===== src/rtl/sr_drv_pkg.sv =====
// Shared types and helpers for the sr_ff bank write driver.
// The per-bit excitation function is also used by the bench for expected values.
package sr_drv_pkg;

  typedef enum logic [2:0] {
    IDLE   = 3'd0,
    DRIVE  = 3'd1,
    SETTLE = 3'd2,
    CHECK  = 3'd3,
    DONE   = 3'd4
  } sr_state_e;

  localparam logic [1:0] EXC_HOLD  = 2'b00;
  localparam logic [1:0] EXC_SET   = 2'b10;
  localparam logic [1:0] EXC_RESET = 2'b01;

  // Returns {s, r} for one cell; both high is impossible by construction.
  function automatic logic [1:0] sr_excite(input logic tgt, input logic q);
    return {tgt & ~q, ~tgt & q};
  endfunction

endpackage


===== src/rtl/sr_settle_timer.sv =====
// Down-counter that holds the driver in SETTLE for CYCLES cycles after a load.
// expired is high during the last SETTLE cycle.
module sr_settle_timer #(
  parameter int CYCLES = 1
) (
  input  logic clk,
  input  logic reset,
  input  logic load,
  input  logic en,
  output logic expired
);

  localparam int CW = (CYCLES > 1) ? $clog2(CYCLES + 1) : 1;

  logic [CW-1:0] cnt_q, cnt_d;

  always_comb begin
    cnt_d = cnt_q;
    if (load) begin
      cnt_d = CW'(CYCLES);
    end else if (en && (cnt_q != '0)) begin
      cnt_d = cnt_q - CW'(1);
    end
  end

  assign expired = en && (cnt_q <= CW'(1));

  always_ff @(posedge clk) begin
    if (reset) begin
      cnt_q <= '0;
    end else begin
      cnt_q <= cnt_d;
    end
  end

endmodule


===== src/rtl/sr_ff_bank_driver.sv =====
// Write-side controller for a bank of sr_ff cells: drives legal S/R pulses toward a target
// word, reads Q back, retries up to MAX_RETRY times and reports done/err.
module sr_ff_bank_driver
  import sr_drv_pkg::*;
#(
  parameter int WIDTH         = 8,
  parameter int SETTLE_CYCLES = 1,
  parameter int MAX_RETRY     = 3
) (
  input  logic             clk,
  input  logic             reset,
  input  logic             req_valid,
  output logic             req_ready,
  input  logic [WIDTH-1:0] req_data,
  input  logic [WIDTH-1:0] q_in,
  output logic [WIDTH-1:0] s_out,
  output logic [WIDTH-1:0] r_out,
  output logic             busy,
  output logic             done,
  output logic             err
);

  localparam int RW = (MAX_RETRY > 0) ? $clog2(MAX_RETRY + 1) : 1;

  sr_state_e        state_q, state_d;
  logic [WIDTH-1:0] tgt_q, tgt_d;
  logic [WIDTH-1:0] s_q, s_d;
  logic [WIDTH-1:0] r_q, r_d;
  logic [RW-1:0]    retry_q, retry_d;
  logic             err_q, err_d;

  logic [WIDTH-1:0] exc_tgt, exc_s, exc_r;
  logic             settle_expired;

  // In IDLE the excitation targets the incoming word; in CHECK the latched one.
  assign exc_tgt = (state_q == IDLE) ? req_data : tgt_q;

  always_comb begin
    exc_s = '0;
    exc_r = '0;
    for (int i = 0; i < WIDTH; i++) begin
      {exc_s[i], exc_r[i]} = sr_excite(exc_tgt[i], q_in[i]);
    end
  end

  sr_settle_timer #(.CYCLES(SETTLE_CYCLES)) u_settle (
    .clk     (clk),
    .reset   (reset),
    .load    (state_q == DRIVE),
    .en      (state_q == SETTLE),
    .expired (settle_expired)
  );

  always_comb begin
    state_d = state_q;
    tgt_d   = tgt_q;
    retry_d = retry_q;
    err_d   = err_q;
    s_d     = '0;
    r_d     = '0;
    unique case (state_q)
      IDLE: begin
        if (req_valid) begin
          tgt_d = req_data;
          err_d = 1'b0;
          if ((exc_s | exc_r) != '0) begin
            s_d     = exc_s;
            r_d     = exc_r;
            state_d = DRIVE;
          end else begin
            state_d = DONE;
          end
        end
      end
      DRIVE:  state_d = SETTLE;
      SETTLE: if (settle_expired) state_d = CHECK;
      CHECK: begin
        if (q_in == tgt_q) begin
          err_d   = 1'b0;
          state_d = DONE;
        end else if (retry_q != RW'(MAX_RETRY)) begin
          retry_d = retry_q + RW'(1);
          s_d     = exc_s;
          r_d     = exc_r;
          state_d = DRIVE;
        end else begin
          err_d   = 1'b1;
          state_d = DONE;
        end
      end
      DONE: begin
        retry_d = '0;
        state_d = IDLE;
      end
      default: state_d = IDLE;
    endcase
  end

  always_ff @(posedge clk) begin
    if (reset) begin
      state_q <= IDLE;
      tgt_q   <= '0;
      s_q     <= '0;
      r_q     <= '0;
      retry_q <= '0;
      err_q   <= 1'b0;
    end else begin
      state_q <= state_d;
      tgt_q   <= tgt_d;
      s_q     <= s_d;
      r_q     <= r_d;
      retry_q <= retry_d;
      err_q   <= err_d;
    end
  end

  assign s_out     = s_q;
  assign r_out     = r_q;
  assign req_ready = (state_q == IDLE);
  assign busy      = (state_q != IDLE);
  assign done      = (state_q == DONE);
  assign err       = err_q;

endmodule


===== config.mk =====
export PLATFORM = sky130hd
export DESIGN_NAME = sr_ff_bank_driver
export DESIGN_NICKNAME = d
export VERILOG_FILES = /design/src/rtl/sr_drv_pkg.sv /design/src/rtl/sr_settle_timer.sv /design/src/rtl/sr_ff_bank_driver.sv
export SDC_FILE = /design/constraint.sdc
export NUM_CORES = 1
export LEC_CHECK = 0
export BUFFER_PORTS_ARGS = -buffer_cell sky130_fd_sc_hd__buf_2
export CAP_MARGIN = 5
export CORE_UTILIZATION = 53
export DETAILED_ROUTE_END_ITERATION = 8
export PLACE_DENSITY = 0.86
export SLEW_MARGIN = 20
export SYNTH_ARGS = -nofsm -noshare
export SYNTH_HDL_FRONTEND = slang
export SYNTH_SLANG_ARGS = --single-unit

===== constraint.sdc =====
create_clock -name clk -period 2.5 [get_ports clk]
set_input_delay 0.25 -clock clk [delete_from_list [all_inputs] [get_ports clk]]
set_output_delay 0.25 -clock clk [all_outputs]
set_load 0.005 [all_outputs]

* Word level (Yosys, flattened, before mapping)
Index checks and enable logic that the tools add are counted.
** Storage, ports and cells
- Register bits :: 31
- Output and inout bits :: 20
- Word-level logic and storage cells :: 92
** Cells by class
- Add/subtract/negate cells :: 2
- Magnitude comparators :: 1
- Equal/unequal tests :: 11
- Multiplexer cells :: 26
- Bitwise gates (word level) :: 33
- Reduce and logical (&&, ||, !) cells :: 12
** Operators by type and width (count)
- $mux 8 :: 9
- $pmux 8 s2 :: 2
- $and 1x1->1 :: 16
- $not 1->1 :: 16
- $mux 3 :: 5
- $pmux 3 s4 :: 1
- $ne 2x2->1 const B :: 5
- $eq 8x8->1 :: 1
- $or 8x8->8 :: 1
- $reduce_bool 8->1 :: 1
- $eq 3x2->1 const B :: 2
- $reduce_and 3->1 :: 2
- $reduce_bool 2->1 :: 3
- $mux 1 :: 5
- $mux 2 :: 2
- $pmux 2 s2 :: 1
- $reduce_and 2->1 :: 2
- $eq 3x1->1 const B :: 1
- $eq 3x3->1 const B :: 1
- $logic_not 3->1 :: 1
- $ne 3x3->1 const B :: 1
- $reduce_bool 3->1 :: 1
- $add 2x1->2 const B :: 1
- $logic_and 1x1->1 :: 2
- other kinds (3) :: 3

* Logic depth before layout (Yosys ltp)
- Depth in word-level cells :: 9
- Gate-level depth with buffers :: 11
- Gate-level depth less buffers :: 9

* Modules after synthesis
A second synthesis with hierarchy kept.
** Second synthesis, totals
- Cell total of the unflattened synthesis :: 203
- Area total of the unflattened synthesis :: 1679.1 µm²
** Modules (own cells, without submodules)
- sr_ff_bank_driver :: instances 1, cells each 202, area an instance 1671.6 µm²
- sr_settle_timer :: instances 1, cells each 1, area an instance 7.5 µm²

* Worst setup path after synthesis
No wires, ideal clock.
- Kind :: register -> register
- From :: register state_q[0]
- To :: register r_q[4] (netlist: r_out[4])
- Setup time :: 0.128 ns
- Data arrival time :: 1.831 ns
- Required time :: 2.372 ns
- Slack :: 0.541 ns
- Cell stages (with the launch flop) :: 12
- Buffers on the path :: 3
- Cells stage by stage :: dfxtp_1 buf_6 nor3_4 inv_2 buf_6 nand2_1 nand2_1 ha_1 nand4_1 o21ai_2 buf_6 a21oi_2
** Between the ends
- Word-level cells in the longest chain between the ends :: 9
- Elaborated cells between the ends (all ways) :: 34
- Those cells by class :: eq/ne (1); mux (6); bitwise (25); reduce/logical (2)
** Ends and longest elaborated chain
- start: declaration :: RTL line sr_ff_bank_driver.sv:25 : sr_state_e state_q, state_d;
- start signal: assignment :: RTL line sr_ff_bank_driver.sv:108 : state_q <= state_d;
- $logic_not 3->1 :: RTL line sr_ff_bank_driver.sv:36, sr_ff_bank_driver.sv:61
- $mux 8 :: RTL line sr_ff_bank_driver.sv:36 : assign exc_tgt = (state_q == IDLE) ? req_data : tgt_q;
- $not 1->1 :: RTL line sr_drv_pkg.sv:19 : return {tgt & ~q, ~tgt & q};
- $and 1x1->1 :: RTL line sr_drv_pkg.sv:19
- $or 8x8->8 :: RTL line sr_ff_bank_driver.sv:66 : if ((exc_s | exc_r) != '0) begin
- $reduce_bool 8->1 :: RTL line sr_ff_bank_driver.sv:66
- $mux 8 :: RTL line sr_ff_bank_driver.sv:66
- $mux 8 :: RTL line sr_ff_bank_driver.sv:63 : if (req_valid) begin
- $pmux 8 s2 * :: RTL line sr_ff_bank_driver.sv:61 : unique case (state_q)
- end signal: assignment :: RTL line sr_ff_bank_driver.sv:111 : r_q <= r_d;
- end: declaration :: RTL line sr_ff_bank_driver.sv:28 : logic [WIDTH-1:0] r_q, r_d;
Mark *: on every way between the ends. The rest lies on a longest branch, timed or not.
A chain may end at the register's enable or synchronous reset.

* Final worst setup path
- From :: register state_q[2]
- To :: register r_q[1] (netlist: r_out[1])
The elaborated chain is that of the path after synthesis.

==> run_results.csv <==
group,metric,value,unit
pwr,p_switching,379,uW
clocking,clockBufferDepth,2,
cells_and_area,syn_to_final_growth,15.7,%
grt,grt_max_degree,20,
setup_path,crit_buf_inv,2,
clocking,cts_hold_buffers,0,
setup_path,endpoint_kind,"flip-flop",
setup_path,worstPathArrival,2.29,ns
pwr,sw_frac_of_total,31.4,%
setup_path,crit_top_cell,"nand2_1",
routing,via_per_inst,4.75,
sta,rsz0062_at_grt,"false",
logic_synthesis,ys_seq_elements,30,
pwr,power_frac_clock,30.8,%
pwr,p_int,828,uW
die,start_util,55.5,%
sta,hold_viol,0,
die,core,0.00303,mm^2
pwr,p_seq_share,44.1,%
cells_and_area,stdcell_count,285,
die,ios,39,
setup_path,path_cells,"nor3_4 -> inv_2 -> nand2_1 -> nand2_1 -> ha_1 -> nand4_1 -> o21ai_2 -> buf_4 -> a21oi_1",
cells_and_area,insertedDiodeCount,0,
place,pre_cts_ws,0.414,ns
logic_synthesis,yosysWarningCount,0,
grt,grt_pass1_wl,5240,um
routing,finalWirelength,3090,um
sta,setup_tns,0,ns
sta,slew_violations,0,
grt,grt_pass1_vias,1189,
place,io_buffer_count,38,
place,dp_cells,277,
logic_synthesis,seq_area_frac_synth,35.7,%
sta,tightestPinTransition,0.637,ns
setup_path,cp_top_family,"simple AND/OR/NAND/NOR gates",
clocking,h-tree-depth,2,
sta,fmax,476,MHz
routing,wl_met3,130,um
pwr,pwr-share-comb,25.1,%
setup_path,path_max_fanout,14,
routing,num_vias,1353,
sta,post-route-min-period,2.10,ns
die,die_h,58.3,um
pwr,leakage,0.936,nW
sta,setup-violations-final,0,
sta,hold_slack,0.167,ns
routing,dr.pass1.iters,4,
cells_and_area,layout_common_cells,"61 x nand2_1, 38 x buf_2, 30 x dfxtp_1",
setup_path,start_kind,"flip-flop",
cells_and_area,final_common_cell,"nand2_1",
cells_and_area,final_nets,277,
logic_synthesis,synth_nets,239,
clocking,cts-resized-gates,0,
die,dieArea,0.00340,mm^2
place,dpl.hpwl,2450,um
run_status,status,"finished clean",
routing,wl_per_cell,10.8,um
routing,drc,0,
die,die_x,58.3,um
routing,top_layer_used,"met4",
setup_path,critPathRequiredTime,2.68,ns
setup_path,path_class,"flip-flop to flip-flop",
routing,wl_met1,1480,um
pwr,ir_worst_vdd,0.000401,V
clocking,clock_latency,0.33,ns
setup_path,critPathMaxStageDelay,0.40,ns
place,gp_congestion,0.799,
clocking,clock-sinks,30,
clocking,cts.clk_slew.worst_paths,0.10,ns
cells_and_area,drive_above_1_share,27.4,%
routing,drtAntennaViolNets,0,
clocking,post_cts_buffers,0,
routing,first_iter_violations,21,
job,maxCapViolCount,0,
sta,slew_headroom,57.4,%
clocking,cts_tree,"done",
setup_path,critPathSlowestCell,"dfxtp_1",
sta,setup_ws,0.397,ns
logic_synthesis,avgSynthCellArea,8.32,um^2
grt,antenna_found_initial,0,
cells_and_area,utilization,64.3,%
sta,fin_crit_sh,84.1,%
routing,dr_wl_met2,1460,um
grt,grt_usage,20.2,%
pwr,power_density,621,mW/mm^2
grt,grt.overflow.total,0,
sta,fin_worst_skew,0.0108,ns
worst_hold_path,min_path_type,"primary input to flip-flop",
logic_synthesis,syn_area,0.00168,mm^2
clocking,cts-root-buf,"clkbuf_4",
clocking,cts_inserted_buffers,5,
logic_synthesis,synthDistinctLibCells,33,
die,rows,20,
logic_synthesis,netlist_instances,202,
==> synth_stat cells <==
master | n | share of area (%)
a211oi_1 | 1 | 0.45
a21o_2 | 1 | 0.52
a21oi_1 | 15 | 4.5
a21oi_2 | 11 | 5.7
a21oi_4 | 1 | 0.97
and2_1 | 1 | 0.37
buf_2 | 2 | 0.60
buf_4 | 2 | 0.89
buf_6 | 4 | 2.7
clkbuf_1 | 1 | 0.22
dfxtp_1 | 30 | 36
ha_1 | 18 | 13
inv_1 | 17 | 3.8
inv_2 | 1 | 0.22
mux2i_1 | 2 | 1.2
nand2_1 | 61 | 14
nand3_1 | 1 | 0.30
nand3b_1 | 1 | 0.45
nand4_1 | 4 | 1.5
nor2_1 | 5 | 1.1
nor3_1 | 1 | 0.30
nor3_2 | 1 | 0.60
nor3_4 | 1 | 0.97
nor3b_1 | 1 | 0.45
o21ai_0 | 3 | 0.89
o21ai_2 | 1 | 0.52
o21ai_4 | 1 | 0.97
o21ba_1 | 1 | 0.60
o21bai_1 | 1 | 0.45
o31a_1 | 1 | 0.52
or3_1 | 1 | 0.37
or3b_1 | 1 | 0.52
xnor2_1 | 9 | 4.7
==> power by group through the flow <==
| stage | registers, mW | clock network, mW | logic [mW] |
|---|---|---|---|
| 6_report | 0.532 | 0.372 | 0.303 |
| 5_1_grt | 0.536 | 0.406 | 0.349 |
| 4_1_cts | 0.532 | 0.385 | 0.305 |
| 3_5_place_dp | 0.543 | 0 | 0.304 |
| 3_3_place_gp | 0.541 | 0 | 0.293 |
| 2_1_floorplan | 0.531 | 0 | 0.247 |
==> worst register-to-register path, stage by stage, from the launching register on <==
cell and delay (ns):
dfxtp_1 0.40, nor3_4 0.24, inv_2 0.14, nand2_1 0.09, nand2_1 0.08, ha_1 0.30
nand4_1 0.19, o21ai_2 0.17, buf_4 0.25, a21oi_1 0.10
==> worst paths after layout <==
check / startpoint / end / slack, ns / depth (start not counted)
max: state_q[2] / r_out[1] / 0.40 / 9
max reg2reg: state_q[2] / r_out[1] / 0.40 / 9
min: req_data[6] / tgt_q[6] / 0.17 / 3
min reg2reg: retry_q[1] / retry_q[1] / 0.48 / 2
==> routing by layer <==
layer | vias to the layer above | global-route usage, %
met2 | 35 | 33.0
met4 | 0 | 5.78
met5 | - | 0
li1 | 720 | -
met1 | 594 | 27.1
met3 | 4 | 4.18
==> layout make-up <==
class / instances / area, um^2
fill: 273 / 1080
multi-input combinational: 145 / 940
sequential: 30 / 601
timing repair buffer: 40 / 205
inverter: 18 / 67.6
tap: 44 / 55.1
clock inverter: 3 / 40.0
clock buffer: 5 / 37.5
==> logic make-up (layout without fill, tap and decap cells) <==
logic type      Yosys count  count (layout)  share of synthesized area [%]
flops                    30              30                           35.7
mux                       2               2                           1.19
buf+inv                  27              66                           8.41
simple gates             79              79                           20.5
xor+xnor                  9               9                           4.69
compound gates           37              37                           16.1
fa+ha+maj                18              18                           13.4
==> registers in the layout, indices dropped and copies added (netlist names) <==
register,cells
err,1
s_out,8
state_q,3
r_out,8
retry_q,2
tgt_q,8
==> metrics by stage <==
| stage | instance area, um^2 | power (mW) |
|---|---|---|
| global placement | 1870 | 0.835 |
| floorplan | 1680 | 0.778 |
| CTS | 1950 | 1.22 |
| detailed placement | 1870 | 0.847 |
| finish | 1950 | 1.21 |
| global route | 1950 | 1.29 |
No activity file was read; power rests on OpenSTA's default activity.
